==> config.mk <==
export PLATFORM = sky130hd
export DESIGN_NAME = mcu_spi_tx
export DESIGN_NICKNAME = d
export VERILOG_FILES = /design/src/rtl/mcu_spi_tx.sv
export SDC_FILE = /design/constraint.sdc
export NUM_CORES = 1
export LEC_CHECK = 0
export ABC_AREA = 1
export CORE_MARGIN = 5
export CORE_UTILIZATION = 51
export DETAILED_ROUTE_END_ITERATION = 10
export PLACE_DENSITY = 0.76
export SKIP_LAST_GASP = 1
export SYNTH_ARGS = -nofsm -noshare
export SYNTH_HDL_FRONTEND = slang
export SYNTH_SLANG_ARGS = --single-unit
==> constraint.sdc <==
create_clock -name fpga_clock -period 2.9 [get_ports fpga_clock]
set_clock_uncertainty 0.2 [all_clocks]
set_input_delay 0.87 -clock fpga_clock [delete_from_list [all_inputs] [get_ports fpga_clock]]
set_output_delay 0.87 -clock fpga_clock [all_outputs]
set_load 0.01 [all_outputs]
==> src/rtl/mcu_spi_tx.sv <==
// SPI slave transmitter (mode 0, MSB first) that returns two status words to the MCU on MISO.
// NSS and SCK come from the MCU asynchronously and are synchronised into fpga_clock first.
module mcu_spi_tx #(
  parameter int WORD_BITS   = 16,
  parameter int SYNC_STAGES = 2
) (
  input  logic                 fpga_clock,
  input  logic                 reset,
  input  logic [WORD_BITS-1:0] data_in0,
  input  logic [WORD_BITS-1:0] data_in1,
  input  logic                 data_valid,
  input  logic                 spi_nss,
  input  logic                 spi_clock_in,
  output logic                 spi_miso,
  output logic                 spi_miso_oe,
  output logic                 busy,
  output logic                 frame_done,
  output logic                 frame_abort,
  output logic                 underrun
);

  localparam int FRAME_BITS = 2 * WORD_BITS;
  localparam int CNT_W      = $clog2(FRAME_BITS + 1);
  localparam logic [CNT_W-1:0] CNT_LAST = CNT_W'(FRAME_BITS - 1);
  localparam logic [CNT_W-1:0] CNT_MAX  = CNT_W'(FRAME_BITS);

  localparam logic [1:0] ST_IDLE   = 2'd0;
  localparam logic [1:0] ST_SHIFT  = 2'd1;
  localparam logic [1:0] ST_FINISH = 2'd2;

  logic [SYNC_STAGES-1:0] nss_sync_q;
  logic [SYNC_STAGES-1:0] sck_sync_q;
  logic                   nss_prev_q;
  logic                   sck_prev_q;
  logic                   nss_s;
  logic                   sck_s;
  logic                   nss_fall_s;
  logic                   nss_rise_s;
  logic                   sck_rise_s;
  logic                   sck_fall_s;

  logic [1:0]            state_q,    state_d;
  logic [FRAME_BITS-1:0] hold_q,     hold_d;
  logic [FRAME_BITS-1:0] shift_q,    shift_d;
  logic [CNT_W-1:0]      cnt_q,      cnt_d;
  logic                  fresh_q,    fresh_d;
  logic                  miso_q,     miso_d;
  logic                  oe_q,       oe_d;
  logic                  busy_q,     busy_d;
  logic                  done_q,     done_d;
  logic                  abort_q,    abort_d;
  logic                  underrun_q, underrun_d;
  logic [FRAME_BITS-1:0] dv_word_s;

  // Synchroniser chains reset low so that NSS already low at reset release is never seen as a fall.
  always_ff @(posedge fpga_clock or posedge reset) begin
    if (reset) begin
      nss_sync_q <= '0;
      sck_sync_q <= '0;
      nss_prev_q <= 1'b0;
      sck_prev_q <= 1'b0;
    end else begin
      nss_sync_q[0] <= spi_nss;
      sck_sync_q[0] <= spi_clock_in;
      for (int i = 1; i < SYNC_STAGES; i++) begin
        nss_sync_q[i] <= nss_sync_q[i-1];
        sck_sync_q[i] <= sck_sync_q[i-1];
      end
      nss_prev_q <= nss_s;
      sck_prev_q <= sck_s;
    end
  end

  assign nss_s      = nss_sync_q[SYNC_STAGES-1];
  assign sck_s      = sck_sync_q[SYNC_STAGES-1];
  assign nss_fall_s = nss_prev_q & ~nss_s;
  assign nss_rise_s = ~nss_prev_q & nss_s;
  assign sck_rise_s = ~sck_prev_q & sck_s;
  assign sck_fall_s = sck_prev_q & ~sck_s;
  assign dv_word_s  = {data_in0, data_in1};

  // Frame sequencing: capture on NSS fall, count on SCK rise, shift on SCK fall, close on NSS rise.
  always_comb begin
    state_d    = state_q;
    hold_d     = hold_q;
    shift_d    = shift_q;
    cnt_d      = cnt_q;
    fresh_d    = fresh_q;
    miso_d     = miso_q;
    oe_d       = oe_q;
    busy_d     = busy_q;
    done_d     = 1'b0;
    abort_d    = 1'b0;
    underrun_d = 1'b0;

    if (data_valid) begin
      hold_d  = dv_word_s;
      fresh_d = 1'b1;
    end else begin
      hold_d  = hold_q;
    end

    case (state_q)
      ST_IDLE: begin
        if (nss_fall_s) begin
          shift_d    = data_valid ? dv_word_s : hold_q;
          miso_d     = shift_d[FRAME_BITS-1];
          oe_d       = 1'b1;
          busy_d     = 1'b1;
          cnt_d      = '0;
          underrun_d = ~fresh_q & ~data_valid;
          fresh_d    = 1'b0;
          state_d    = ST_SHIFT;
        end else begin
          state_d    = ST_IDLE;
        end
      end
      ST_SHIFT, ST_FINISH: begin
        // NSS release takes priority over any SCK edge detected in the same cycle.
        if (nss_rise_s) begin
          oe_d    = 1'b0;
          miso_d  = 1'b0;
          busy_d  = 1'b0;
          done_d  = (state_q == ST_FINISH);
          abort_d = (state_q == ST_SHIFT);
          state_d = ST_IDLE;
        end else if (sck_rise_s) begin
          if (cnt_q != CNT_MAX) begin
            cnt_d = cnt_q + CNT_W'(1);
          end else begin
            cnt_d = cnt_q;
          end
          if ((state_q == ST_SHIFT) && (cnt_q == CNT_LAST)) begin
            state_d = ST_FINISH;
            miso_d  = 1'b0;
          end else begin
            state_d = state_q;
          end
        end else if (sck_fall_s) begin
          shift_d = shift_q << 1;
          miso_d  = (state_q == ST_SHIFT) ? shift_q[FRAME_BITS-2] : 1'b0;
        end else begin
          state_d = state_q;
        end
      end
      default: begin
        state_d = ST_IDLE;
        oe_d    = 1'b0;
        miso_d  = 1'b0;
        busy_d  = 1'b0;
      end
    endcase
  end

  // State and registered outputs.
  always_ff @(posedge fpga_clock or posedge reset) begin
    if (reset) begin
      state_q    <= ST_IDLE;
      hold_q     <= '0;
      shift_q    <= '0;
      cnt_q      <= '0;
      fresh_q    <= 1'b0;
      miso_q     <= 1'b0;
      oe_q       <= 1'b0;
      busy_q     <= 1'b0;
      done_q     <= 1'b0;
      abort_q    <= 1'b0;
      underrun_q <= 1'b0;
    end else begin
      state_q    <= state_d;
      hold_q     <= hold_d;
      shift_q    <= shift_d;
      cnt_q      <= cnt_d;
      fresh_q    <= fresh_d;
      miso_q     <= miso_d;
      oe_q       <= oe_d;
      busy_q     <= busy_d;
      done_q     <= done_d;
      abort_q    <= abort_d;
      underrun_q <= underrun_d;
    end
  end

  assign spi_miso    = miso_q;
  assign spi_miso_oe = oe_q;
  assign busy        = busy_q;
  assign frame_done  = done_q;
  assign frame_abort = abort_q;
  assign underrun    = underrun_q;

endmodule
### Word level (Yosys, flattened, before mapping)

Cells that the tools add are included.

* register bits after elaboration: 83
* input bits: 37
* output and inout port bits: 6
* word-level logic and storage cells: 85

* add/subtract/negate cells: 1
* equal/unequal tests: 15
* muxes and demuxes: 35
* bitwise gates (word level): 11
* reduce and logical (&&, ||, !) cells: 9

Operators with widths (number)
* 31-bit 2-to-1 mux: 4
* 31-bit one-hot mux with 2 select lines: 1
* 32-bit 2-to-1 mux: 1
* 6-bit 2-to-1 mux: 4
* 1-bit 2-to-1 mux: 18
* 2-bit inequality test, second input constant: 7
* 6-bit one-hot mux with 2 select lines: 1
* 5-bit AND reduction: 2
* 4-bit inequality test, second input constant: 2
* 6-bit by 1-bit adder with 6-bit output, second input constant: 1
* 6-bit by 5-bit == test with 1-bit output, second input constant: 1
* 2-bit 2-to-1 mux: 3
* 3-bit inequality test, second input constant: 2
* 6-bit inequality test, second input constant: 1
* 1-bit inverter: 6
* 1-bit bitwise AND: 5
* 1-bit one-hot mux with 2 select lines: 2
* 2-bit one-hot mux with 2 select lines: 1
* 2-bit AND reduction: 2
* 3-bit AND reduction: 1
* 2-bit by 1-bit == test with 1-bit output, second input constant: 1
* 2-bit == test, second input constant: 1
* 2-bit zero test: 1
* 2-bit nonzero test: 1
* 2 further kinds: 2

### Longest topological paths before layout

Gate-level depths: netlist (run 1).

* depth after elaboration: 6
* gate-level depth with buffers: 11
* depth with buffers taken out: 9

### Worst setup path after synthesis (run 1)

OpenSTA, ideal clock, no wires.

* path kind: input port to flip-flop
* start: in data_valid
* end: reg shift_q[10]
* library setup time: 0.074 ns
* arrival time: 1.628 ns
* required time: 2.626 ns
* setup slack: 0.998 ns
* stages: 6
* path buffers: 2
* path through: buf_2 > clkbuf_1 > nand2_1 > nand2_1 > o21bai_1 > o21ai_2

* word-level cells in the longest chain between the ends: 3

Ends and longest elaborated chain
* start, declared: RTL line 11 `input logic data_valid,`
* 32-bit 2-to-1 mux
* 31-bit 2-to-1 mux: RTL line 105 `if (nss_fall_s) begin`
* 31-bit one-hot mux with 2 select lines: RTL line 103 `case (state_q)`
* end signal, assigned: RTL line 172 `shift_q <= shift_d;`
* end, declared: RTL line 44 `logic [FRAME_BITS-1:0] shift_q, shift_d;`

Every way passes these cells. The select of a mux whose other input is x is not followed.
A chain may end at the register's enable or synchronous reset.

### Worst setup path after layout (run 1)

* start: reg busy_q (netlist: busy)
* end: out busy

RTL lines
* start, declared: RTL line 49 `logic busy_q, busy_d;`
* start signal, assigned: RTL line 177 `busy_q <= busy_d;`
* end, declared: RTL line 16 `output logic busy,`

No word-level cell between the ends.

==> results of run 1 <==
==> registers in the layout, indices dropped and copies added (netlist names) <==
name and cells:
nss_sync_q 2, busy 1, sck_sync_q 2, spi_miso 1, fresh_q 1, cnt_q 6, sck_prev_q 1, hold_q 32
nss_prev_q 1, frame_done 1, shift_q 31, state_q 2, underrun 1, frame_abort 1
==> worst max path at each step <==
stage / end / slack [ns] / depth (start not counted)
after detailed placement: shift_q[22]$_DFFE_PP0P_ / 0.51 / 7
after global placement: shift_q[7]$_DFFE_PP0P_ / 0.53 / 7
after floorplan: busy$_DFFE_PP0P_ / 0.88 / 1
after global routing: busy / 0.52 / 1
after CTS: busy / 0.55 / 1
final: busy / 0.57 / 1
==> per-stage QoR <==
step | worst slack [ns] | hold slack, ns | instance area (um^2) | cells
after floorplan | 0.878 | 0.131 | 3930 | 442
after global routing | 0.521 | 0.163 | 4600 | 587
final | 0.571 | 0.154 | 4600 | 587
after CTS | 0.546 | 0.157 | 4600 | 587
after detailed placement | 0.508 | 0.137 | 4430 | 572
after global placement | 0.535 | 0.141 | 4430 | 572
==> logic make-up (layout without fill, tap and decap cells) <==
kind of cell / count (synthesis) / in the layout / share of synthesized area, %
AND/OR/NAND/NOR: 236 / 236 / 24.0
flip-flops: 83 / 83 / 52.9
AO/OA/AOI/OAI: 72 / 72 / 14.8
buffers and inverters: 44 / 87 / 6.22
adder cells (fa/ha/maj): 6 / 6 / 1.91
XOR/XNOR: 1 / 1 / 0.223
==> power by group <==
part           total [mW]  internal, mW  switching, mW
registers            1.49          1.37          0.117
logic               0.633         0.285          0.349
clock network       0.725         0.328          0.397
total                2.85          1.98          0.862
==> cells in the mapped netlist, types with 3 or more instances <==
library cell,number
ha_1,6
o21ai_0,4
o21ai_2,31
o21bai_1,30
buf_6,8
nand2_2,3
dfrtp_1,83
inv_1,21
a21oi_1,3
buf_2,7
clkbuf_1,5
nand2_1,168
nand3_1,9
nor2_1,49
==> layer usage <==
metal | vias up | routed length, um | share of wire (%)
met5 | - | 0 | 0
met4 | 0 | 133 | 1.8
met3 | 15 | 327 | 4.3
met2 | 54 | 3490 | 46
met1 | 1387 | 3570 | 47
li1 | 1465 | - | -
==> area by class of cell <==
type | instances | area, um^2
timing repair buffer | 50 | 531
clock buffer | 11 | 141
clock inverter | 4 | 27.5
sequential | 83 | 2080
tap | 102 | 128
fill | 670 | 3010
inverter | 22 | 88.8
multi-input combinational | 315 | 1600
==> results_dict.tcl, run 1 <==
set metrics [dict create \
    die_area_mm2 0.00955 \
    synth_cells 442 \
    synth_top_area_cell "dfrtp_1" \
    holdPathStages 0 \
    path_clk_slew_ns 0.08 \
    finalWeightedCongestion 0.862 \
    core.rowCount 32 \
    setup_viol 0 \
    min_period_over_period_pct 80.3 \
    cp_top_family "buffers and inverters" \
    pin_count 43 \
    grt_pass1_wl_um 13600 \
    hpwl_um 4960 \
    ir_drop_uv 288 \
    crit_buf_inv 1 \
    crit_path_end_kind "primary output" \
    antenna_found_initial 0 \
    hold_path.class "reg -> reg" \
    cts_max_level 3 \
    cp_slowest_cell "clkdlybuf4s50_1" \
    start_kind "register" \
    grt_overflow 0 \
    cellPowerDensity_mw_per_mm2 619 \
    layout_common_cells "nand2_1 (168), dfrtp_1 (83), nor2_1 (49)" \
    finalWirelength_um 7520 \
    first_global_vias 2974 \
    clock_latency_ns 0.34 \
    cts_tree "built" \
    area_growth_pct 17.1 \
    cts_inserted_buffers 9 \
    relSlewSlack_pct 71.8 \
    cp_max_fo 3 \
    status "finished, final reports clean" \
    hold_start "nss_sync_q[0]$_DFF_PP0_" \
    grt_max_degree 84 \
    via_per_inst 4.98 \
    num_vias 2921 \
    clock_sinks 83 \
    rrSetupSlack_ns 0.78 \
    drt_iter0_drc 112 \
    grt_usage_pct 17.3 \
    synth_seq_area_share_pct 52.9 \
    drc 0 \
    total_power_mw 2.85 \
    chipHeight_um 97.7 \
    worstMarginPinSlew_ns 0.423 \
    grt_use_met3_pct 4.24 \
    hold_viol_final 0 \
    start_util_pct 51.6 \
    rr_endpoint "shift_q[19]$_DFFE_PP0P_" \
    slowest_delay_ns 0.55 \
    cp_cell_sequence "clkdlybuf4s50_1" \
    cts_hold_buf 0 \
    r2r_start "state_q[0]$_DFFE_PP0P_" \
    cts_buffer_depth 2 \
    avgRoutedWirePerCell_um 12.8 \
    ys_types 27 \
    rsz0062_at_grt "false" \
    cts_setup_buffers 0 \
    synth_area_mm2 0.00393 \
    io_buffers 42 \
    use_met2_pct 27.7 \
    synthFlopType "dfrtp_1" \
    drive_above_1_share_pct 13.0 \
    postCtsResizedCells 0 \
    startpoint "busy$_DFFE_PP0P_" \
    n_antenna_cell 0 \
    syn_nets 485 \
    period_needed_ns 2.33 \
    die_w_um 97.7 \
    cellLeakagePower_nw 2.22 \
    arrival_ns 1.26 \
    nets 524 \
    antenna_left 0 \
    synth_area_leaders "dfrtp_1 (53%), nand2_1 (16%), o21ai_2 (6.9%), o21bai_1 (5.7%), nor2_1 (4.7%)" \
    cp.required_ns 1.83 \
    r2r_cells 10 \
    setup_tns_ns 0 \
    whs_endpoint "nss_sync_q[1]$_DFF_PP0_" \
    syn_avg_cell_area_um2 8.88 \
    slew_viol_final 0 \
    synth_top_area_share_pct 52.9 \
    core_region_area_mm2 0.00761 \
    final_common_cell "nand2_1" \
    worstSetupPathType "reg -> out" \
    synthArstFlopShare_pct 100 \
    postLayoutCoreUtil_pct 60.4 \
    grt_most_used_layer "met2" \
    drv_cap 0 \
    fmax_mhz 429 \
    synth-seq-cells 83 \
    clock-root-buffer "clkbuf_8" \
    ys.warnings.count 0 \
    firstDrtPassIters 4 \
    synth_edf_count 0 \
    grtUsageMet1_pct 23.1 \
]
Power figures use the tool's default switching activity.
==> inputs of run 2 (changes only) <==
--- a/config.mk
+++ b/config.mk
@@ -7,9 +7,9 @@
 export LEC_CHECK = 0
 export ABC_AREA = 1
 export CORE_MARGIN = 5
-export CORE_UTILIZATION = 51
+export CORE_UTILIZATION = 56
 export DETAILED_ROUTE_END_ITERATION = 10
-export PLACE_DENSITY = 0.76
+export PLACE_DENSITY = 0.79
 export SKIP_LAST_GASP = 1
 export SYNTH_ARGS = -nofsm -noshare
 export SYNTH_HDL_FRONTEND = slang
==> constraint.sdc (replaced) <==
create_clock -name fpga_clock -period 2.27 [get_ports fpga_clock]
set_clock_uncertainty 0.2 [all_clocks]
set_input_delay 0.681 -clock fpga_clock [delete_from_list [all_inputs] [get_ports fpga_clock]]
set_output_delay 0.681 -clock fpga_clock [all_outputs]
set_load 0.01 [all_outputs]
==> run 2 against run 1 <==
  * Setup slack worse by 0.43 ns
  * Hold slack improved by 0.0025 ns
  * Via count up 1.0%
  * Final cell count decreased by 0.85%
  * Combinational power up 29%
  * Cell area up 0.87%
  * Highest routed layer unchanged
==> results_dict.tcl, run 2 (synthesis gave the netlist of run 1 again) <==
set metrics [dict create \
    status "finished, final reports clean" \
    total_power_mw 3.86 \
    first_global_vias 2901 \
    fin_area_mm2 0.00464 \
    drv_cap 0 \
    slew_viol_final 0 \
    finalWirelength_um 7490 \
    path_depth 1 \
    pin_count 43 \
    cts_tree "built" \
    cellPowerDensity_mw_per_mm2 831 \
    worstSetupPathType "reg -> out" \
    ir_drop_uv 439 \
    stdcell_count 582 \
    grt_usage_pct 18.9 \
    relSlewSlack_pct 71.5 \
    final_common_cell "nand2_1" \
    num_vias 2951 \
    setup_tns_ns 0 \
    grt_pass1_wl_um 13200 \
    via_per_inst 5.07 \
    multi_input_area_mm2 0.00160 \
    start_util_pct 57.8 \
    seqCellArea_mm2 0.00208 \
    crit_path_end_kind "primary output" \
    min_period_over_period_pct 93.7 \
    cts_max_level 3 \
    finalWeightedCongestion 0.826 \
    cts_setup_buffers 0 \
    avgRoutedWirePerCell_um 12.9 \
    postCtsResizedCells 0 \
    largestRegisters "hold_q x32, shift_q x31, cnt_q x6" \
    antenna_left 0 \
    firstDrtPassIters 4 \
    rsz0062_at_grt "false" \
    die_w_um 93.7 \
    fmax_mhz 470 \
    antenna_found_initial 0 \
    cp_slowest_cell "clkdlybuf4s50_1" \
    clock_latency_ns 0.35 \
    layout_common_cells "nand2_1 (168), dfrtp_1 (83), nor2_1 (49)" \
    start_kind "register" \
    cellLeakagePower_nw 2.24 \
    area_growth_pct 18.1 \
    drive_above_1_share_pct 13.2 \
    path_clk_slew_ns 0.08 \
    clock_sinks 83 \
    arrival_ns 1.25 \
    core_region_area_mm2 0.00679 \
    core.rowCount 30 \
    placed_area_mm2 0.00442 \
    die_area_mm2 0.00878 \
    cts_inserted_buffers 9 \
    startpoint "busy$_DFFE_PP0P_" \
    io_buffers 42 \
    cp_max_fo 3 \
    rrSetupSlack_ns 0.18 \
    postLayoutCoreUtil_pct 68.3 \
    fillCellCount 559 \
    n_antenna_cell 0 \
    cts_hold_buf 0 \
    clock-root-buffer "clkbuf_8" \
    cts_buffer_depth 2 \
    grt_overflow 0 \
    slowest_delay_ns 0.54 \
    largest_register_ffs 32 \
    hold_viol_final 0 \
    top_register "hold_q" \
    hold_path.class "reg -> reg" \
    dp.cells 566 \
    cp.required_ns 1.39 \
    crit_end "spi_miso_oe" \
    worstMarginPinSlew_ns 0.428 \
    rr_endpoint "shift_q[15]$_DFFE_PP0P_" \
    cp_top_family "buffers and inverters" \
    chipHeight_um 93.7 \
    nets 524 \
    drc 0 \
    period_needed_ns 2.13 \
    r2r_cells 8 \
    setup_viol 0 \
    r2r_start "state_q[0]$_DFFE_PP0P_" \
    crit_buf_inv 1 \
    grt_max_degree 84 \
    hpwl_um 5000 \
    cp_cell_sequence "clkdlybuf4s50_1" \
    drt_iter0_drc 160 \
]
[run 2: cell types whose count changed in the layout (fill, tap and decap cells not counted), sizes merged]
cell	before	now
bufinv	0	2
clkbuf	11	10
clkinvlp	4	3
inv	21	22
[run 2: per-layer routing]
layer | GRT usage [%] | up-vias | routed length [um]
met3 | 3.69 | 13 | 332
met5 | 0 | - | 0
li1 | - | 1469 | -
met1 | 24.7 | 1394 | 3400
met4 | 6.86 | 0 | 135
met2 | 31.5 | 75 | 3630
[run 2: worst min path at each step]
stage / start / end / slack, ns / cells past startpoint
finish: nss_sync_q[0]$_DFF_PP0_ / nss_sync_q[1]$_DFF_PP0_ / 0.16 / 0
global route: sck_sync_q[0]$_DFF_PP0_ / sck_sync_q[1]$_DFF_PP0_ / 0.17 / 0
CTS: nss_sync_q[0]$_DFF_PP0_ / nss_sync_q[1]$_DFF_PP0_ / 0.16 / 0
detailed placement: nss_sync_q[0]$_DFF_PP0_ / nss_sync_q[1]$_DFF_PP0_ / 0.14 / 0
global placement: nss_sync_q[0]$_DFF_PP0_ / nss_sync_q[1]$_DFF_PP0_ / 0.14 / 0
floorplan: nss_sync_q[0]$_DFF_PP0_ / nss_sync_q[1]$_DFF_PP0_ / 0.13 / 0
[run 2: power breakdown]
part	internal, mW	leakage (nW)	total (mW)	switching (mW)
clock	0.621	0.103	1.14	0.521
combinational	0.364	1.11	0.814	0.450
sequential	1.75	1.03	1.90	0.148
[run 2: final cells by class]
cell class                      count  share of cell area (%)
Sequential cell                    83                    44.8
Multi-Input combinational cell    315                    34.6
Timing Repair Buffer               50                    11.4
Clock buffer                       10                    2.75
Tap cell                           96                    2.59
Clock inverter                      6                    1.92
Inverter                           22                    1.92
[run 2: metrics by stage]
stage	worst slack, ns	hold WS [ns]
global route	0.00137	0.167
global placement	0.107	0.137
CTS	0.123	0.160
floorplan	0.404	0.131
finish	0.144	0.157
detailed placement	0.0187	0.136
==> RTL edit (flow settings as in run 1) <==
Put one more register stage on the output `frame_abort`, without a reset. The value now appears one clock later. The other outputs are not delayed to match.
--- a/src/rtl/mcu_spi_tx.sv
+++ b/src/rtl/mcu_spi_tx.sv
@@ -185,7 +185,9 @@
   assign spi_miso_oe = oe_q;
   assign busy        = busy_q;
   assign frame_done  = done_q;
-  assign frame_abort = abort_q;
+  always_ff @(posedge fpga_clock) begin
+    frame_abort <= abort_q;
+  end
   assign underrun    = underrun_q;
 
 endmodule
Function: changed (a bounded check fails within 10 cycles, from zero or initial values and one cycle with reset high).
==> RTL edit against run 1 <==
  * Power up 3.5%
  * Cell area up 0.27%
  * Worst setup slack better by 0.012 ns
  * Synthesized area up 0.51%
  * Worst hold slack worse by 0.0078 ns
  * Die area up 0.46%
  * Wire length down 0.29%
  * Sequential cell count up 1
==> RTL edit: results (changes against run 1) <==
* Tightest Pin Transition at 0.4414 ns (+0.01872 ns)
* Compound-Gate Fraction of Synth Area at 0.1468 (-0.0007490)
* 1st-iter DRT viols at 154 (+38%)
* Worst R2R End: shift_q[20]
* Share of layout cells above drive strength 1 at 0.1276 (-0.002325)
* Syn Nets at 486 (+0.21%)
* Hold Path Class: register to register
* Reg2Reg Launch Point: state_q[0]
* Leak at 2.235 nW (+0.78%)
* Routed WL per cell at 12.76 um (-0.46%)
* Worst-path cell with the longest stage delay: clkdlybuf4s50_1
* Total GRT Usage at 0.1686 (-0.004262)
* Initial antenna violation count at 0 (unchanged)
* Synth unique cells at 28 (+3.7%)
* HPWL after detailed placement at 5023 um (+1.2%)
* Worst-path maximum fanout at 3 (unchanged)
* H-tree depth at 3 (unchanged)
* Mux contribution to synthesized area at 0 (unchanged)
* Syn Inst Count at 443 (+0.23%)
* Clock insertion delay at the later pin of the skew report at 0.34 ns (about the same)
* Max stage delay on crit path at 0.54 ns
* Met3 wire length at 256 um (-22%)
* Placer congestion estimate at 0.8371 (-2.9%)
* Post-synth top cells: 168 x nand2_1, 83 x dfrtp_1, 49 x nor2_1, 31 x o21ai_2, 30 x o21bai_1
* Max rail drop VDD at 0.3719 mV (+29%)
* Biggest regs: hold_q x32, shift_q x31, cnt_q x6
* Arr. time, crit path at 1.25 ns
* Setup repair bufs after CTS at 0 (unchanged)
* Post-Route WL at 7502 um (-0.29%)
* Post-DR vias/cell at 5.009 (+0.65%)
* Fillers at 671 (+0.15%)
* Number of global-route vias before repair at 2908 (-2.2%)
* First-pass GRT wire length at 13310 um (-2.5%)
* Async S/R FF share, synth at 0.9881 (-0.01190)
* Hold Crit Start: abort_q
* Detail Route met2 WL at 3643 um (+4.3%)
* Post-synthesis adder-cell area fraction at 0.01903 (-0.00009706)
* Antenna cells at 0 (unchanged)
* Status: finished clean
* DR pass1 iterations at 4 (unchanged)
* R2r worst-path depth at 10 (unchanged)
* CP top delay family: buffers and inverters
* Wl on met1 at 3491 um (-2.2%)
* Synth top area cells: dfrtp_1 53%, nand2_1 16%, o21ai_2 6.9%, o21bai_1 5.7%, nor2_1 4.7%
* Longest Clk Path Bufs at 2 (unchanged)
* Post-synthesis xor/xnor area fraction at 0.002220 (-0.00001132)
* Root buf cell: clkbuf_8
* Uppermost layer routed: met4
* Flop-to-flop setup slack at 0.60 ns (-0.18 ns)
* Sequential share of the synthesized area at 0.5316 (+0.002389)
RTL edit: cell count changes after synthesis:
cell     delta
dfxtp_1     +1
RTL edit: how the worst min path moves through the flow:
stage                        to  slack, ns  cells after the start
floorplan           frame_abort       0.12                      0
detailed placement  frame_abort       0.13                      0
global placement    frame_abort       0.13                      0
global route        frame_abort       0.16                      0
finish              frame_abort       0.15                      0
CTS                 frame_abort       0.15                      0
RTL edit: per-stage QoR:
stage,util,instance area [um^2],setup WS (ns),power (mW)
2_1_floorplan,-,3949,0.8782,1.993
3_3_place_gp,0.5774,4415,0.4818,2.129
3_5_place_dp,0.5774,4415,0.4501,2.162
4_1_cts,0.6027,4609,0.5592,2.982
5_1_grt,0.6027,4609,0.4513,3.128
6_report,0.6027,4609,0.5832,2.945
RTL edit: final cells by class:
cell class              instances  area (um^2)  area share
multi-input cells             315         1604      0.3480
inverters                      22        88.84     0.01927
repair buffers                 49        498.0      0.1080
flip-flops and latches         84         2097      0.4549
well taps                     102        127.6     0.02769
clock buffers                  12        145.1     0.03149
clock inverters                 4        48.80     0.01059
RTL edit: cell families after synthesis:
group / Yosys count
adder cells (fa/ha/maj): 6
AO/OA/AOI/OAI: 72
AND/OR/NAND/NOR: 236
flip-flops: 84
buffers and inverters: 44
XOR/XNOR: 1
RTL edit: power by group:
group	internal, mW	total, mW	switching, mW
clock	0.421	0.817	0.396
combinational	0.279	0.629	0.350
sequential	1.38	1.50	0.113
total	2.08	2.94	0.860
RTL edit: metal layers:
| metal | up-vias | GRT usage |
|---|---|---|
| met3 | 12 | 0.03786 |
| li1 | 1468 | - |
| met4 | 0 | 0.06283 |
| met2 | 52 | 0.2754 |
| met5 | - | 0 |
| met1 | 1413 | 0.2206 |
